[src/rtl/psc_trigger_pkg.sv]
// psc_trigger_pkg: shared frame constants, link defaults and receiver FSM states
package psc_trigger_pkg;
  typedef enum logic [2:0] {
    ST_IDLE,
    ST_START,
    ST_DATA,
    ST_PARITY,
    ST_STOP,
    ST_BREAK
  } rx_state_e;
  localparam int FRAME_DATA_BITS = 8;
  localparam int DEF_CLKS_PER_BIT = 10;
  localparam logic [7:0] DEF_TRIGGER_CODE = 8'hA5;
  localparam int DEF_TRIG_WIDTH = 100;
  function automatic logic odd_parity_ok(input logic [FRAME_DATA_BITS-1:0] d, input logic p);
    return ^{d, p};
  endfunction
endpackage

[src/rtl/psc_rx_filter.sv]
// psc_rx_filter: 2-FF synchronizer, 3-tap majority vote and falling-edge strobe
module psc_rx_filter
  import psc_trigger_pkg::*;
(
  input  logic clk,
  input  logic reset,
  input  logic line_in,
  output logic line_out,
  output logic fall
);
  logic s1_q, s1_d, s2_q, s2_d, t0_q, t0_d, t1_q, t1_d;
  logic filt_q, filt_d, fall_q, fall_d, seen_q, seen_d;
  logic [3:0] warm_q, warm_d;
  logic maj;
  // Vote over three synchronized taps; a fall only counts once the line was seen high after reset
  always_comb begin
    s1_d = line_in;
    s2_d = s1_q;
    t0_d = s2_q;
    t1_d = t0_q;
    maj = (s2_q & t0_q) | (s2_q & t1_q) | (t0_q & t1_q);
    filt_d = maj;
    fall_d = seen_q & filt_q & ~maj;
    warm_d = {warm_q[2:0], 1'b1};
    seen_d = seen_q | (warm_q[3] & filt_q);
  end
  // Pipeline resets idle-high; warm/seen stop a line already low at release from posing as a start
  always_ff @(posedge clk or negedge reset) begin
    if (!reset) begin
      s1_q <= 1'b1;
      s2_q <= 1'b1;
      t0_q <= 1'b1;
      t1_q <= 1'b1;
      filt_q <= 1'b1;
      fall_q <= 1'b0;
      seen_q <= 1'b0;
      warm_q <= '0;
    end else begin
      s1_q <= s1_d;
      s2_q <= s2_d;
      t0_q <= t0_d;
      t1_q <= t1_d;
      filt_q <= filt_d;
      fall_q <= fall_d;
      seen_q <= seen_d;
      warm_q <= warm_d;
    end
  end
  assign line_out = filt_q;
  assign fall = fall_q;
endmodule

[src/rtl/psc_trigger_rx.sv]
// psc_trigger_rx: trigger-link frame receiver with parity/framing checks and trigger regeneration
module psc_trigger_rx
  import psc_trigger_pkg::*;
#(
  parameter int CLKS_PER_BIT = DEF_CLKS_PER_BIT,
  parameter logic [7:0] TRIGGER_CODE = DEF_TRIGGER_CODE,
  parameter int TRIG_WIDTH = DEF_TRIG_WIDTH
) (
  input  logic       clk,
  input  logic       reset,
  input  logic       psc_input,
  output logic [7:0] rx_data,
  output logic       rx_valid,
  output logic       parity_err,
  output logic       framing_err,
  output logic       trigger_out,
  output logic       busy
);
  localparam int CW = $clog2(CLKS_PER_BIT);
  localparam int TW = $clog2(TRIG_WIDTH + 1);
  localparam int BW = $clog2(FRAME_DATA_BITS);
  localparam logic [CW-1:0] LAST = CW'(CLKS_PER_BIT - 1);
  localparam logic [CW-1:0] HALF = CW'(CLKS_PER_BIT / 2 - 1);
  localparam logic [BW-1:0] LAST_BIT = BW'(FRAME_DATA_BITS - 1);
  rx_state_e state_q, state_d;
  logic [CW-1:0] cnt_q, cnt_d;
  logic [BW-1:0] bit_q, bit_d;
  logic [FRAME_DATA_BITS-1:0] sh_q, sh_d;
  logic [7:0] rx_data_q, rx_data_d;
  logic par_q, par_d, valid_q, valid_d, perr_q, perr_d, ferr_q, ferr_d;
  logic trig_q, trig_d, busy_q, busy_d;
  logic [TW-1:0] tcnt_q, tcnt_d;
  logic filt, fall;
  psc_rx_filter u_filter (
    .clk(clk),
    .reset(reset),
    .line_in(psc_input),
    .line_out(filt),
    .fall(fall)
  );
  // Frame FSM: bit timing, shifting, end-of-frame checks and trigger width counter
  always_comb begin
    state_d = state_q;
    cnt_d = cnt_q + CW'(1);
    bit_d = bit_q;
    sh_d = sh_q;
    par_d = par_q;
    rx_data_d = rx_data_q;
    valid_d = 1'b0;
    perr_d = 1'b0;
    ferr_d = 1'b0;
    case (state_q)
      ST_IDLE: begin
        cnt_d = '0;
        state_d = fall ? ST_START : ST_IDLE;
      end
      ST_START: if (cnt_q == HALF) begin
        cnt_d = '0;
        bit_d = '0;
        state_d = filt ? ST_IDLE : ST_DATA;
      end
      ST_DATA: if (cnt_q == LAST) begin
        cnt_d = '0;
        sh_d = {filt, sh_q[FRAME_DATA_BITS-1:1]};
        bit_d = bit_q + BW'(1);
        state_d = (bit_q == LAST_BIT) ? ST_PARITY : ST_DATA;
      end
      ST_PARITY: if (cnt_q == LAST) begin
        cnt_d = '0;
        par_d = filt;
        state_d = ST_STOP;
      end
      ST_STOP: if (cnt_q == LAST) begin
        cnt_d = '0;
        ferr_d = ~filt;
        valid_d = filt & odd_parity_ok(sh_q, par_q);
        perr_d = filt & ~odd_parity_ok(sh_q, par_q);
        rx_data_d = valid_d ? sh_q : rx_data_q;
        state_d = filt ? ST_IDLE : ST_BREAK;
      end
      ST_BREAK: begin
        cnt_d = filt ? cnt_q + CW'(1) : '0;
        if (filt && cnt_q == LAST) begin
          cnt_d = '0;
          state_d = ST_IDLE;
        end
      end
      default: state_d = ST_IDLE;
    endcase
    tcnt_d = (valid_d && sh_q == TRIGGER_CODE) ? TW'(TRIG_WIDTH) :
             (tcnt_q != '0) ? tcnt_q - TW'(1) : '0;
    trig_d = tcnt_d != '0;
    busy_d = state_d != ST_IDLE;
  end
  // State and registered outputs; reset aborts any frame in flight without strobes
  always_ff @(posedge clk or negedge reset) begin
    if (!reset) begin
      state_q <= ST_IDLE;
      cnt_q <= '0;
      bit_q <= '0;
      sh_q <= '0;
      par_q <= 1'b0;
      rx_data_q <= '0;
      valid_q <= 1'b0;
      perr_q <= 1'b0;
      ferr_q <= 1'b0;
      tcnt_q <= '0;
      trig_q <= 1'b0;
      busy_q <= 1'b0;
    end else begin
      state_q <= state_d;
      cnt_q <= cnt_d;
      bit_q <= bit_d;
      sh_q <= sh_d;
      par_q <= par_d;
      rx_data_q <= rx_data_d;
      valid_q <= valid_d;
      perr_q <= perr_d;
      ferr_q <= ferr_d;
      tcnt_q <= tcnt_d;
      trig_q <= trig_d;
      busy_q <= busy_d;
    end
  end
  assign rx_data = rx_data_q;
  assign rx_valid = valid_q;
  assign parity_err = perr_q;
  assign framing_err = ferr_q;
  assign trigger_out = trig_q;
  assign busy = busy_q;
endmodule
[config.mk]
export PLATFORM = sky130hd
export DESIGN_NAME = psc_trigger_rx
export DESIGN_NICKNAME = d
export VERILOG_FILES = /design/src/rtl/psc_trigger_pkg.sv /design/src/rtl/psc_rx_filter.sv /design/src/rtl/psc_trigger_rx.sv
export SDC_FILE = /design/constraint.sdc
export NUM_CORES = 1
export LEC_CHECK = 0
export CORE_MARGIN = 4
export CORE_UTILIZATION = 55
export CTS_CLUSTER_DIAMETER = 60
export DETAILED_ROUTE_END_ITERATION = 8
export PLACE_DENSITY = 0.77
export RECOVER_POWER = 100
export SLEW_MARGIN = 20
export SYNTH_ARGS = -nofsm -noshare
export SYNTH_HDL_FRONTEND = slang
export SYNTH_SLANG_ARGS = --single-unit
[constraint.sdc]
create_clock -name clk -period 4.34 [get_ports clk]
set_clock_uncertainty 0.05 [all_clocks]
set_input_delay 0.434 -clock clk [delete_from_list [all_inputs] [get_ports clk]]
set_output_delay 0.434 -clock clk [all_outputs]
set_load 0.05 [all_outputs]
Word level (Yosys, flattened, before mapping)
Cells that the tools add are included.
- logic and storage cells: 87
- output and inout port bits: 13
- register bits: 50
- input port bits: 3
- eq/ne operators: 11
- bitwise operators: 14
- reduce and logical (&&, ||, !) cells: 13
- $add $sub $neg: 3
- muxes and demuxes: 26
- operator list (kind ; count):
    $mux 3 ; 8
    $pmux 3 s6 ; 1
    $mux 4 ; 4
    $pmux 4 s4 ; 1
    $mux 7 ; 2
    $reduce_bool 7->1 ; 2
    $eq 3x3->1 const B ; 3
    $reduce_xor 9->1 ; 1
    $and 1x1->1 ; 8
    $eq 8x8->1 const B ; 1
    $mux 1 ; 8
    $sub 7x1->7 const B ; 1
    $eq 3x2->1 const B ; 2
    $pmux 3 s2 ; 1
    $reduce_and 3->1 ; 2
    $add 4x1->4 const B ; 1
    $eq 4x3->1 const B ; 1
    $eq 4x4->1 const B ; 1
    $ne 2x2->1 const B ; 2
    $reduce_and 2->1 ; 2
    $add 3x1->3 const B ; 1
    $eq 3x1->1 const B ; 1
    $logic_not 3->1 ; 1
    $not 1->1 ; 3
    other kinds (6) ; 9

Longest topological paths before layout
Gate-level depths: netlist of run 1.
- depth after elaboration: 7
- mapped depth: 8
- depth with buffers taken out: 7

Modules after synthesis
From an unflattened synthesis of run 1, not the netlist that was laid out.
- cells, all modules: 187
- area, all modules: 2239.6 um2
- by module, submodules not included (module ; times used ; seq. area each (um2) ; cells each ; area an instance (um2)):
    psc_trigger_rx ; 1 ; 975.9 ; 171 ; 1925.6
    psc_rx_filter ; 1 ; 281.5 ; 16 ; 314.1

Worst setup path after synthesis of run 1
No wires, ideal clock.
- path kind: reg-to-reg
- start point: register state_q[1]
- end point: register rx_data_q[0], in the netlist rx_data[0]
- setup time: 0.125 ns
- required time: 4.165 ns
- buffers on the path: 2
- slack: 2.173 ns
- period minus slack after synthesis: 2.167 ns
- cell stages (with the launch flop): 7
- arrival time: 1.992 ns
- cell sequence: dfrtp_1 -> buf_6 -> or3b_4 -> or4b_1 -> mux2i_1 -> buf_6 -> mux2_4
- word-level cells in the longest chain between the ends: 2
- RTL lines (what ; line ; text):
    from (decl) ; psc_trigger_rx.sv:25 ; rx_state_e state_q, state_d;
    from (signal assigned) ; psc_trigger_rx.sv:111 ; state_q <= state_d;
    $eq 3x3->1 ; psc_trigger_rx.sv:52 ; case (state_q)
    $reduce_and 3->1 (no line) ; - ;
    to (signal assigned) ; psc_trigger_rx.sv:116 ; rx_data_q <= rx_data_d;
    to (decl) ; psc_trigger_rx.sv:29 ; logic [7:0] rx_data_q, rx_data_d;
Every way passes these cells.
A chain may end at the register's enable or synchronous reset.

Final worst setup path of run 1
- start point: register cnt_q[1]
- end point: register tcnt_q[4]
- word-level cells in the longest chain between the ends: 5
- RTL lines (what ; line ; text):
    from (decl) ; psc_trigger_rx.sv:26 ; logic [CW-1:0] cnt_q, cnt_d;
    from (signal assigned) ; psc_trigger_rx.sv:112 ; cnt_q <= cnt_d;
    $eq 4x4->1 ; psc_trigger_rx.sv:73 ; ST_STOP: if (cnt_q == LAST) begin
    $mux 1 ; psc_trigger_rx.sv:73 ;
    $mux 1 ; psc_trigger_rx.sv:52 ;
    $logic_and 1x1->1 ; psc_trigger_rx.sv:90 ; tcnt_d = (valid_d && sh_q == TRIGGER_CODE) ? TW'(TRIG_WIDTH) :
    $mux 7 ; psc_trigger_rx.sv:90 ;
    named net tcnt_d[4] ; psc_trigger_rx.sv:32 ; logic [TW-1:0] tcnt_q, tcnt_d;
    to (signal assigned) ; psc_trigger_rx.sv:120 ; tcnt_q <= tcnt_d;
    to (decl) ; psc_trigger_rx.sv:32 ;
The timed path passes the listed nets, and every way through them passes these cells.

==> flow_metrics.py, run 1 <==
metrics = {
    "logic_synthesis": {
        "synth_area_leaders": "dfrtp_1 (50%), dfstp_2 (5.9%), mux2_4 (5.4%)",
        "post-synth-top-count-cell": "dfrtp_1",
        "ys_top_cells_by_count": "dfrtp_1 (45), nand2_1 (32), nor2_1 (12)",
        "synth_cells": 194,
        "ys_ff_latch": 50,
        "avgSynthCellArea_um2": 11.6,
        "ys.flop_type": "dfrtp_1",
        "syn_area_um2": 2240,
        "yosys_warnings": 0,
        "synth_top_area_share_pct": 50.2,
        "yosysTopAreaCell": "dfrtp_1",
        "synth_edf_count": 0,
        "ys_types": 45,
        "synthArstFlopShare_pct": 100,
        "synth-seq-area-share_pct": 56.1,
        "syn_nets": 204,
    },
    "drt": {
        "wl_per_cell_um": 14.2,
        "vias_per_cell": 5.71,
        "vias": 1485,
        "ant_nets": 0,
        "totalWireLength_um": 3680,
        "firstDrtPassIters": 4,
        "drc_errors": 0,
        "initialDrtViolationCount": 176,
    },
    "power": {
        "p_int_mw": 0.780,
        "ir_drop_mv": 0.249,
        "pwr_density_cell_nw_per_um2": 427,
        "pwr-share-seq_pct": 52.4,
        "p_sw_share_pct": 26.8,
        "total_power_mw": 1.07,
        "switching_power_mw": 0.285,
        "leakagePower_nw": 1.26,
        "p_comb_share_pct": 16.7,
        "clkPwrFrac_pct": 30.9,
    },
    "cts": {
        "clock_latency_ns": 0.30,
        "cts_buffers": 5,
        "clock_path_buffers": 2,
        "cts.clk_slew.worst_paths_ns": 0.08,
        "cts_resized": 0,
        "cts_max_level": 2,
        "post_cts_buffers": 0,
        "cts_hold_buffers": 0,
        "cts_tree": "built",
        "cts.sinks": 50,
        "root_buffer": "clkbuf_8",
    },
    "hold_path": {
        "worstHoldStart": "u_filter.warm_q[0]",
        "min_path_cells": 0,
        "hold_end": "u_filter.warm_q[1]",
        "holdCritPathClass": "flip-flop to flip-flop",
    },
    "cells_and_area": {
        "final_net_count": 221,
        "drive_above_1_share_pct": 5.19,
        "fin_util_pct": 65.7,
        "insertedDiodeCount": 0,
        "n_fill_cell": 293,
        "layoutNonFillerInstCount": 260,
        "syn2layout_area_growth_pct": 11.2,
        "multiInputGateArea_um2": 887,
        "final-seq-area_um2": 1260,
    },
    "floorplanning": {
        "chipHeight_um": 71.9,
        "die_w_um": 71.9,
        "initial_core_util_pct": 59.1,
        "io_pins": 16,
        "core_area_um2": 3800,
        "die_area_um2": 5160,
        "rows": 22,
    },
    "placed_design": {
        "dp.cells": 252,
        "globalplace.congestion": 0.895,
        "port-buffer-count": 15,
        "dpl.hpwl_um": 2650,
    },
    "worst_setup_path": {
        "crit-reg2reg-launch": "cnt_q[1]",
        "crit_required_ns": 4.45,
        "startpoint_type": "flip-flop",
        "worstSetupPathType": "flip-flop to flip-flop",
        "end_kind": "flip-flop",
        "r2r_cells": 8,
        "critPathArrivalTime_ns": 2.80,
        "cp_max_fo": 11,
        "r2r_setup_slack_ns": 1.65,
        "r2r-end": "tcnt_q[4]",
    },
    "run": {
        "drv_cap": 1,
    },
    "outcome": {
        "violations": "max-capacitance violations, max-slew violations",
        "status": "complete, but fails checks",
    },
    "global_route": {
        "grt_max_degree": 51,
        "antenna_found_initial": 0,
        "grt_util_all_layers_pct": 16.3,
        "grt_overflow_total": 0,
        "grt_pass1_wl_um": 6620,
        "grt_pass1_vias": 1464,
    },
    "sta": {
        "post-route-period-util_pct": 61.9,
        "relSlewSlack_pct": -67.2,
        "hold_violations": 0,
        "period_needed_ns": 2.69,
        "setup_viol": 0,
        "setup_tns_ns": 0,
        "tightest_slew_ns": 2.51,
        "rsz0062_at_grt": "no",
        "max_freq_mhz": 372,
        "drv_slew": 51,
    },
}
[layer usage]
| metal | track usage (%) | share of wire (%) | wire [um] | vias to the layer above |
|---|---|---|---|---|
| met5 | 0 | 0 | 0 | - |
| met4 | 6.89 | 1.9 | 70 | 0 |
| met3 | 4.07 | 4.6 | 169 | 9 |
| met2 | 26.1 | 49 | 1820 | 42 |
| met1 | 21.0 | 44 | 1630 | 741 |
| li1 | - | - | - | 693 |
[through the flow]
step | hold slack [ns] | cell area, um^2 | setup WS [ns]
6_report | 0.304 | 2490 | 1.65
5_1_grt | 0.318 | 2490 | 1.33
4_1_cts | 0.306 | 2530 | 1.95
3_5_place_dp | 0.286 | 2410 | 1.95
3_3_place_gp | 0.284 | 2410 | 2.08
2_1_floorplan | 0.0884 | 2240 | 2.17
[worst max-delay path by stage]
stage               slack [ns]  startpoint    endpoint
CTS                       1.95    cnt_q[1]   tcnt_q[4]
global route              1.33       reset     sh_q[6]
floorplan                 2.17  state_q[1]  rx_data[0]
global placement          2.08  state_q[0]   tcnt_q[3]
detailed placement        1.95    cnt_q[1]   tcnt_q[4]
finish                    1.65    cnt_q[1]   tcnt_q[4]
[cells by family after synthesis]
logic type / count (synthesis) / synth area share [%]
flops: 50 / 56.1
compound gates: 23 / 6.80
fa+ha+maj: 8 / 4.35
xor+xnor: 12 / 5.97
mux: 10 / 6.25
simple gates: 77 / 17.3
buf+inv: 13 / 3.07
other cells: 1 / 0.167
[cell type report]
type                       instances  area share, %
sequential                        50           50.4
multi-input combinational        131           35.6
timing repair buffer              16           5.92
clock buffer                       7           3.46
tap                               48           2.41
clock inverter                     1           1.20
inverter                           7           1.05
[critical path, cell delays in order, from the launching register on]
cell and delay, ns:
dfrtp_1 0.40, inv_1 0.08, ha_1 0.16, nand3b_1 0.21
or4b_1 0.55, mux2i_1 0.14, clkbuf_1 0.45, and3_1 0.39
nor3_1 0.11
[power groups by stage]
stage | logic [mW] | clock network [mW] | registers (mW)
global route | 0.203 | 0.359 | 0.567
floorplan | 0.146 | 0 | 0.559
CTS | 0.181 | 0.339 | 0.558
global placement | 0.169 | 0 | 0.564
detailed placement | 0.180 | 0 | 0.568
finish | 0.178 | 0.330 | 0.558
[cell usage in the layout, fill, tap and decap left out, types with 3 or more instances in the layout]
cell type and count:
xnor2_1 7, a21oi_1 5, mux2_1 8, nand3_1 3, nor3_1 7, dlygate4sd3_1 14
nand2_1 32, o21ai_0 7, xor2_1 3, nor2_1 12, clkbuf_8 6, dfstp_1 3
dfrtp_1 45, ha_1 7, nand2b_1 3, inv_1 7, clkbuf_1 3
[flip-flops by register name, indices dropped and copies added (netlist names), 3 cells and up]
signal           cells
cnt_q                4
state_q              3
bit_q                3
tcnt_q               7
sh_q                 8
u_filter.warm_q      4
rx_data              8
Note: power is estimated with default switching activity, not from simulation.
==> run 2, diff against run 1 <==
- clock period: 4.34 -> 2.5 ns (I/O delays scaled with it)
==> flow_metrics.py, run 2 (same netlist as run 1, synthesis figures left out) <==
metrics = {
    "sta": {
        "relSlewSlack_pct": 26.3,
        "drv_slew": 0,
        "period_needed_ns": 2.33,
        "setup_viol": 0,
        "max_freq_mhz": 429,
        "post-route-period-util_pct": 93.2,
        "tightest_slew_ns": 1.11,
        "hold_violations": 0,
        "rsz0062_at_grt": "no",
        "setup_tns_ns": 0,
        "hold_slack_ns": 0.309,
    },
    "cells_and_area": {
        "n_fill_cell": 277,
        "final_cell_mix": "dfrtp_1 (45), nand2_1 (32), dlygate4sd3_1 (15), nor2_1 (12), mux2_1 (8)",
        "drive_above_1_share_pct": 7.80,
        "syn2layout_area_growth_pct": 14.0,
        "insertedDiodeCount": 0,
        "final_common_cell": "dfrtp_1",
        "fin_area_um2": 2560,
        "final_net_count": 227,
    },
    "global_route": {
        "antenna_found_initial": 0,
        "grt_util_all_layers_pct": 17.3,
        "grt_overflow_total": 0,
        "grt_pass1_vias": 1488,
        "grt_max_degree": 48,
        "grt_pass1_wl_um": 6820,
    },
    "worst_setup_path": {
        "r2r_setup_slack_ns": 0.17,
        "cp_max_fo": 9,
        "end_kind": "flip-flop",
        "critPathArrivalTime_ns": 2.46,
        "crit_required_ns": 2.63,
        "startpoint_type": "flip-flop",
        "worstSetupPathType": "flip-flop to flip-flop",
    },
    "cts": {
        "clock_latency_ns": 0.30,
        "clock_path_buffers": 2,
        "cts_buffers": 5,
        "cts_tree": "built",
        "cts.sinks": 50,
        "root_buffer": "clkbuf_8",
        "cts_max_level": 2,
        "cts_hold_buffers": 0,
        "cts_resized": 0,
        "cts.clk_slew.worst_paths_ns": 0.09,
        "post_cts_buffers": 0,
    },
    "drt": {
        "vias": 1499,
        "wl_per_cell_um": 15.1,
        "ant_nets": 0,
        "initialDrtViolationCount": 60,
        "firstDrtPassIters": 4,
        "vias_per_cell": 5.64,
        "drc_errors": 0,
        "totalWireLength_um": 4030,
    },
    "floorplanning": {
        "io_pins": 16,
        "initial_core_util_pct": 59.1,
        "die_w_um": 71.9,
        "die_area_um2": 5160,
        "rows": 22,
        "core_area_um2": 3800,
        "chipHeight_um": 71.9,
    },
    "run": {
        "drv_cap": 0,
    },
    "placed_design": {
        "port-buffer-count": 15,
        "dpl.hpwl_um": 2970,
        "globalplace.congestion": 0.880,
        "placed_area_um2": 2450,
    },
    "outcome": {
        "status": "finished, final reports clean",
    },
    "power": {
        "total_power_mw": 1.97,
        "leakagePower_nw": 1.30,
        "pwr_density_cell_nw_per_um2": 771,
        "ir_drop_mv": 0.533,
    },
    "hold_path": {
        "holdCritPathClass": "flip-flop to flip-flop",
    },
}
run 2: cell count changes in the layout (fill, tap and decap cells not counted):
cell / previous run / this run
clkbuf_8: 6 / 5
bufinv_16: 1 / 2
dfstp_1: 3 / 2
dlygate4sd3_1: 14 / 15
clkbuf_2: 0 / 1
clkinv_4: 0 / 1
buf_4: 0 / 3
dfstp_2: 2 / 3
run 2: final cells by class:
type	count	area (um^2)	area share, %
multi-input cells	131	887	34.7
clock inverters	3	68.8	2.69
repair buffers	22	189	7.39
flip-flops and latches	50	1260	49.2
well taps	48	60.1	2.35
inverters	7	26.3	1.03
clock buffers	5	68.8	2.69
run 2: worst paths after layout:
kind / start / end / cells after the start
hold reg to reg: u_filter.warm_q[2] / u_filter.warm_q[3] / 0
setup reg to reg: state_q[1] / rx_data[7] / 5
max in group asynchronous: reset / u_filter.t1_q / 3
setup / recovery: state_q[1] / rx_data[7] / 5
min in group asynchronous: reset / state_q[2] / 2
hold / removal: u_filter.warm_q[2] / u_filter.warm_q[3] / 0
run 2: where the power goes:
| part | leakage, nW | internal [mW] | total [mW] | switching, mW |
|---|---|---|---|---|
| Sequential | 0.653 | 0.885 | 0.957 | 0.0724 |
| Clock | 0.0683 | 0.401 | 0.665 | 0.264 |
| Combinational | 0.578 | 0.156 | 0.348 | 0.192 |
run 2: worst max-delay path: stages, from the launching register on:
cell and delay (ns):
dfrtp_1 0.47, or3b_4 0.44, or4b_1 0.47, mux2i_1 0.25, buf_4 0.20, mux2_1 0.33
run 2: layer usage:
layer / vias to the layer above / GRT usage (%) / part of all wire (%)
met4: 0 / 9.81 / 2.4
met5: - / 0 / 0
met3: 10 / 4.35 / 3.7
met2: 30 / 28.0 / 49
li1: 710 / - / -
met1: 749 / 20.9 / 44
run 2: stage by stage:
step	std cells	utilization [%]	worst slack (ns)
finish	266	67.3	0.171
global route	266	67.3	0.0726
CTS	265	68.1	0.202
detailed placement	257	64.5	0.208
global placement	257	64.5	0.256
floorplan	194	-	0.333
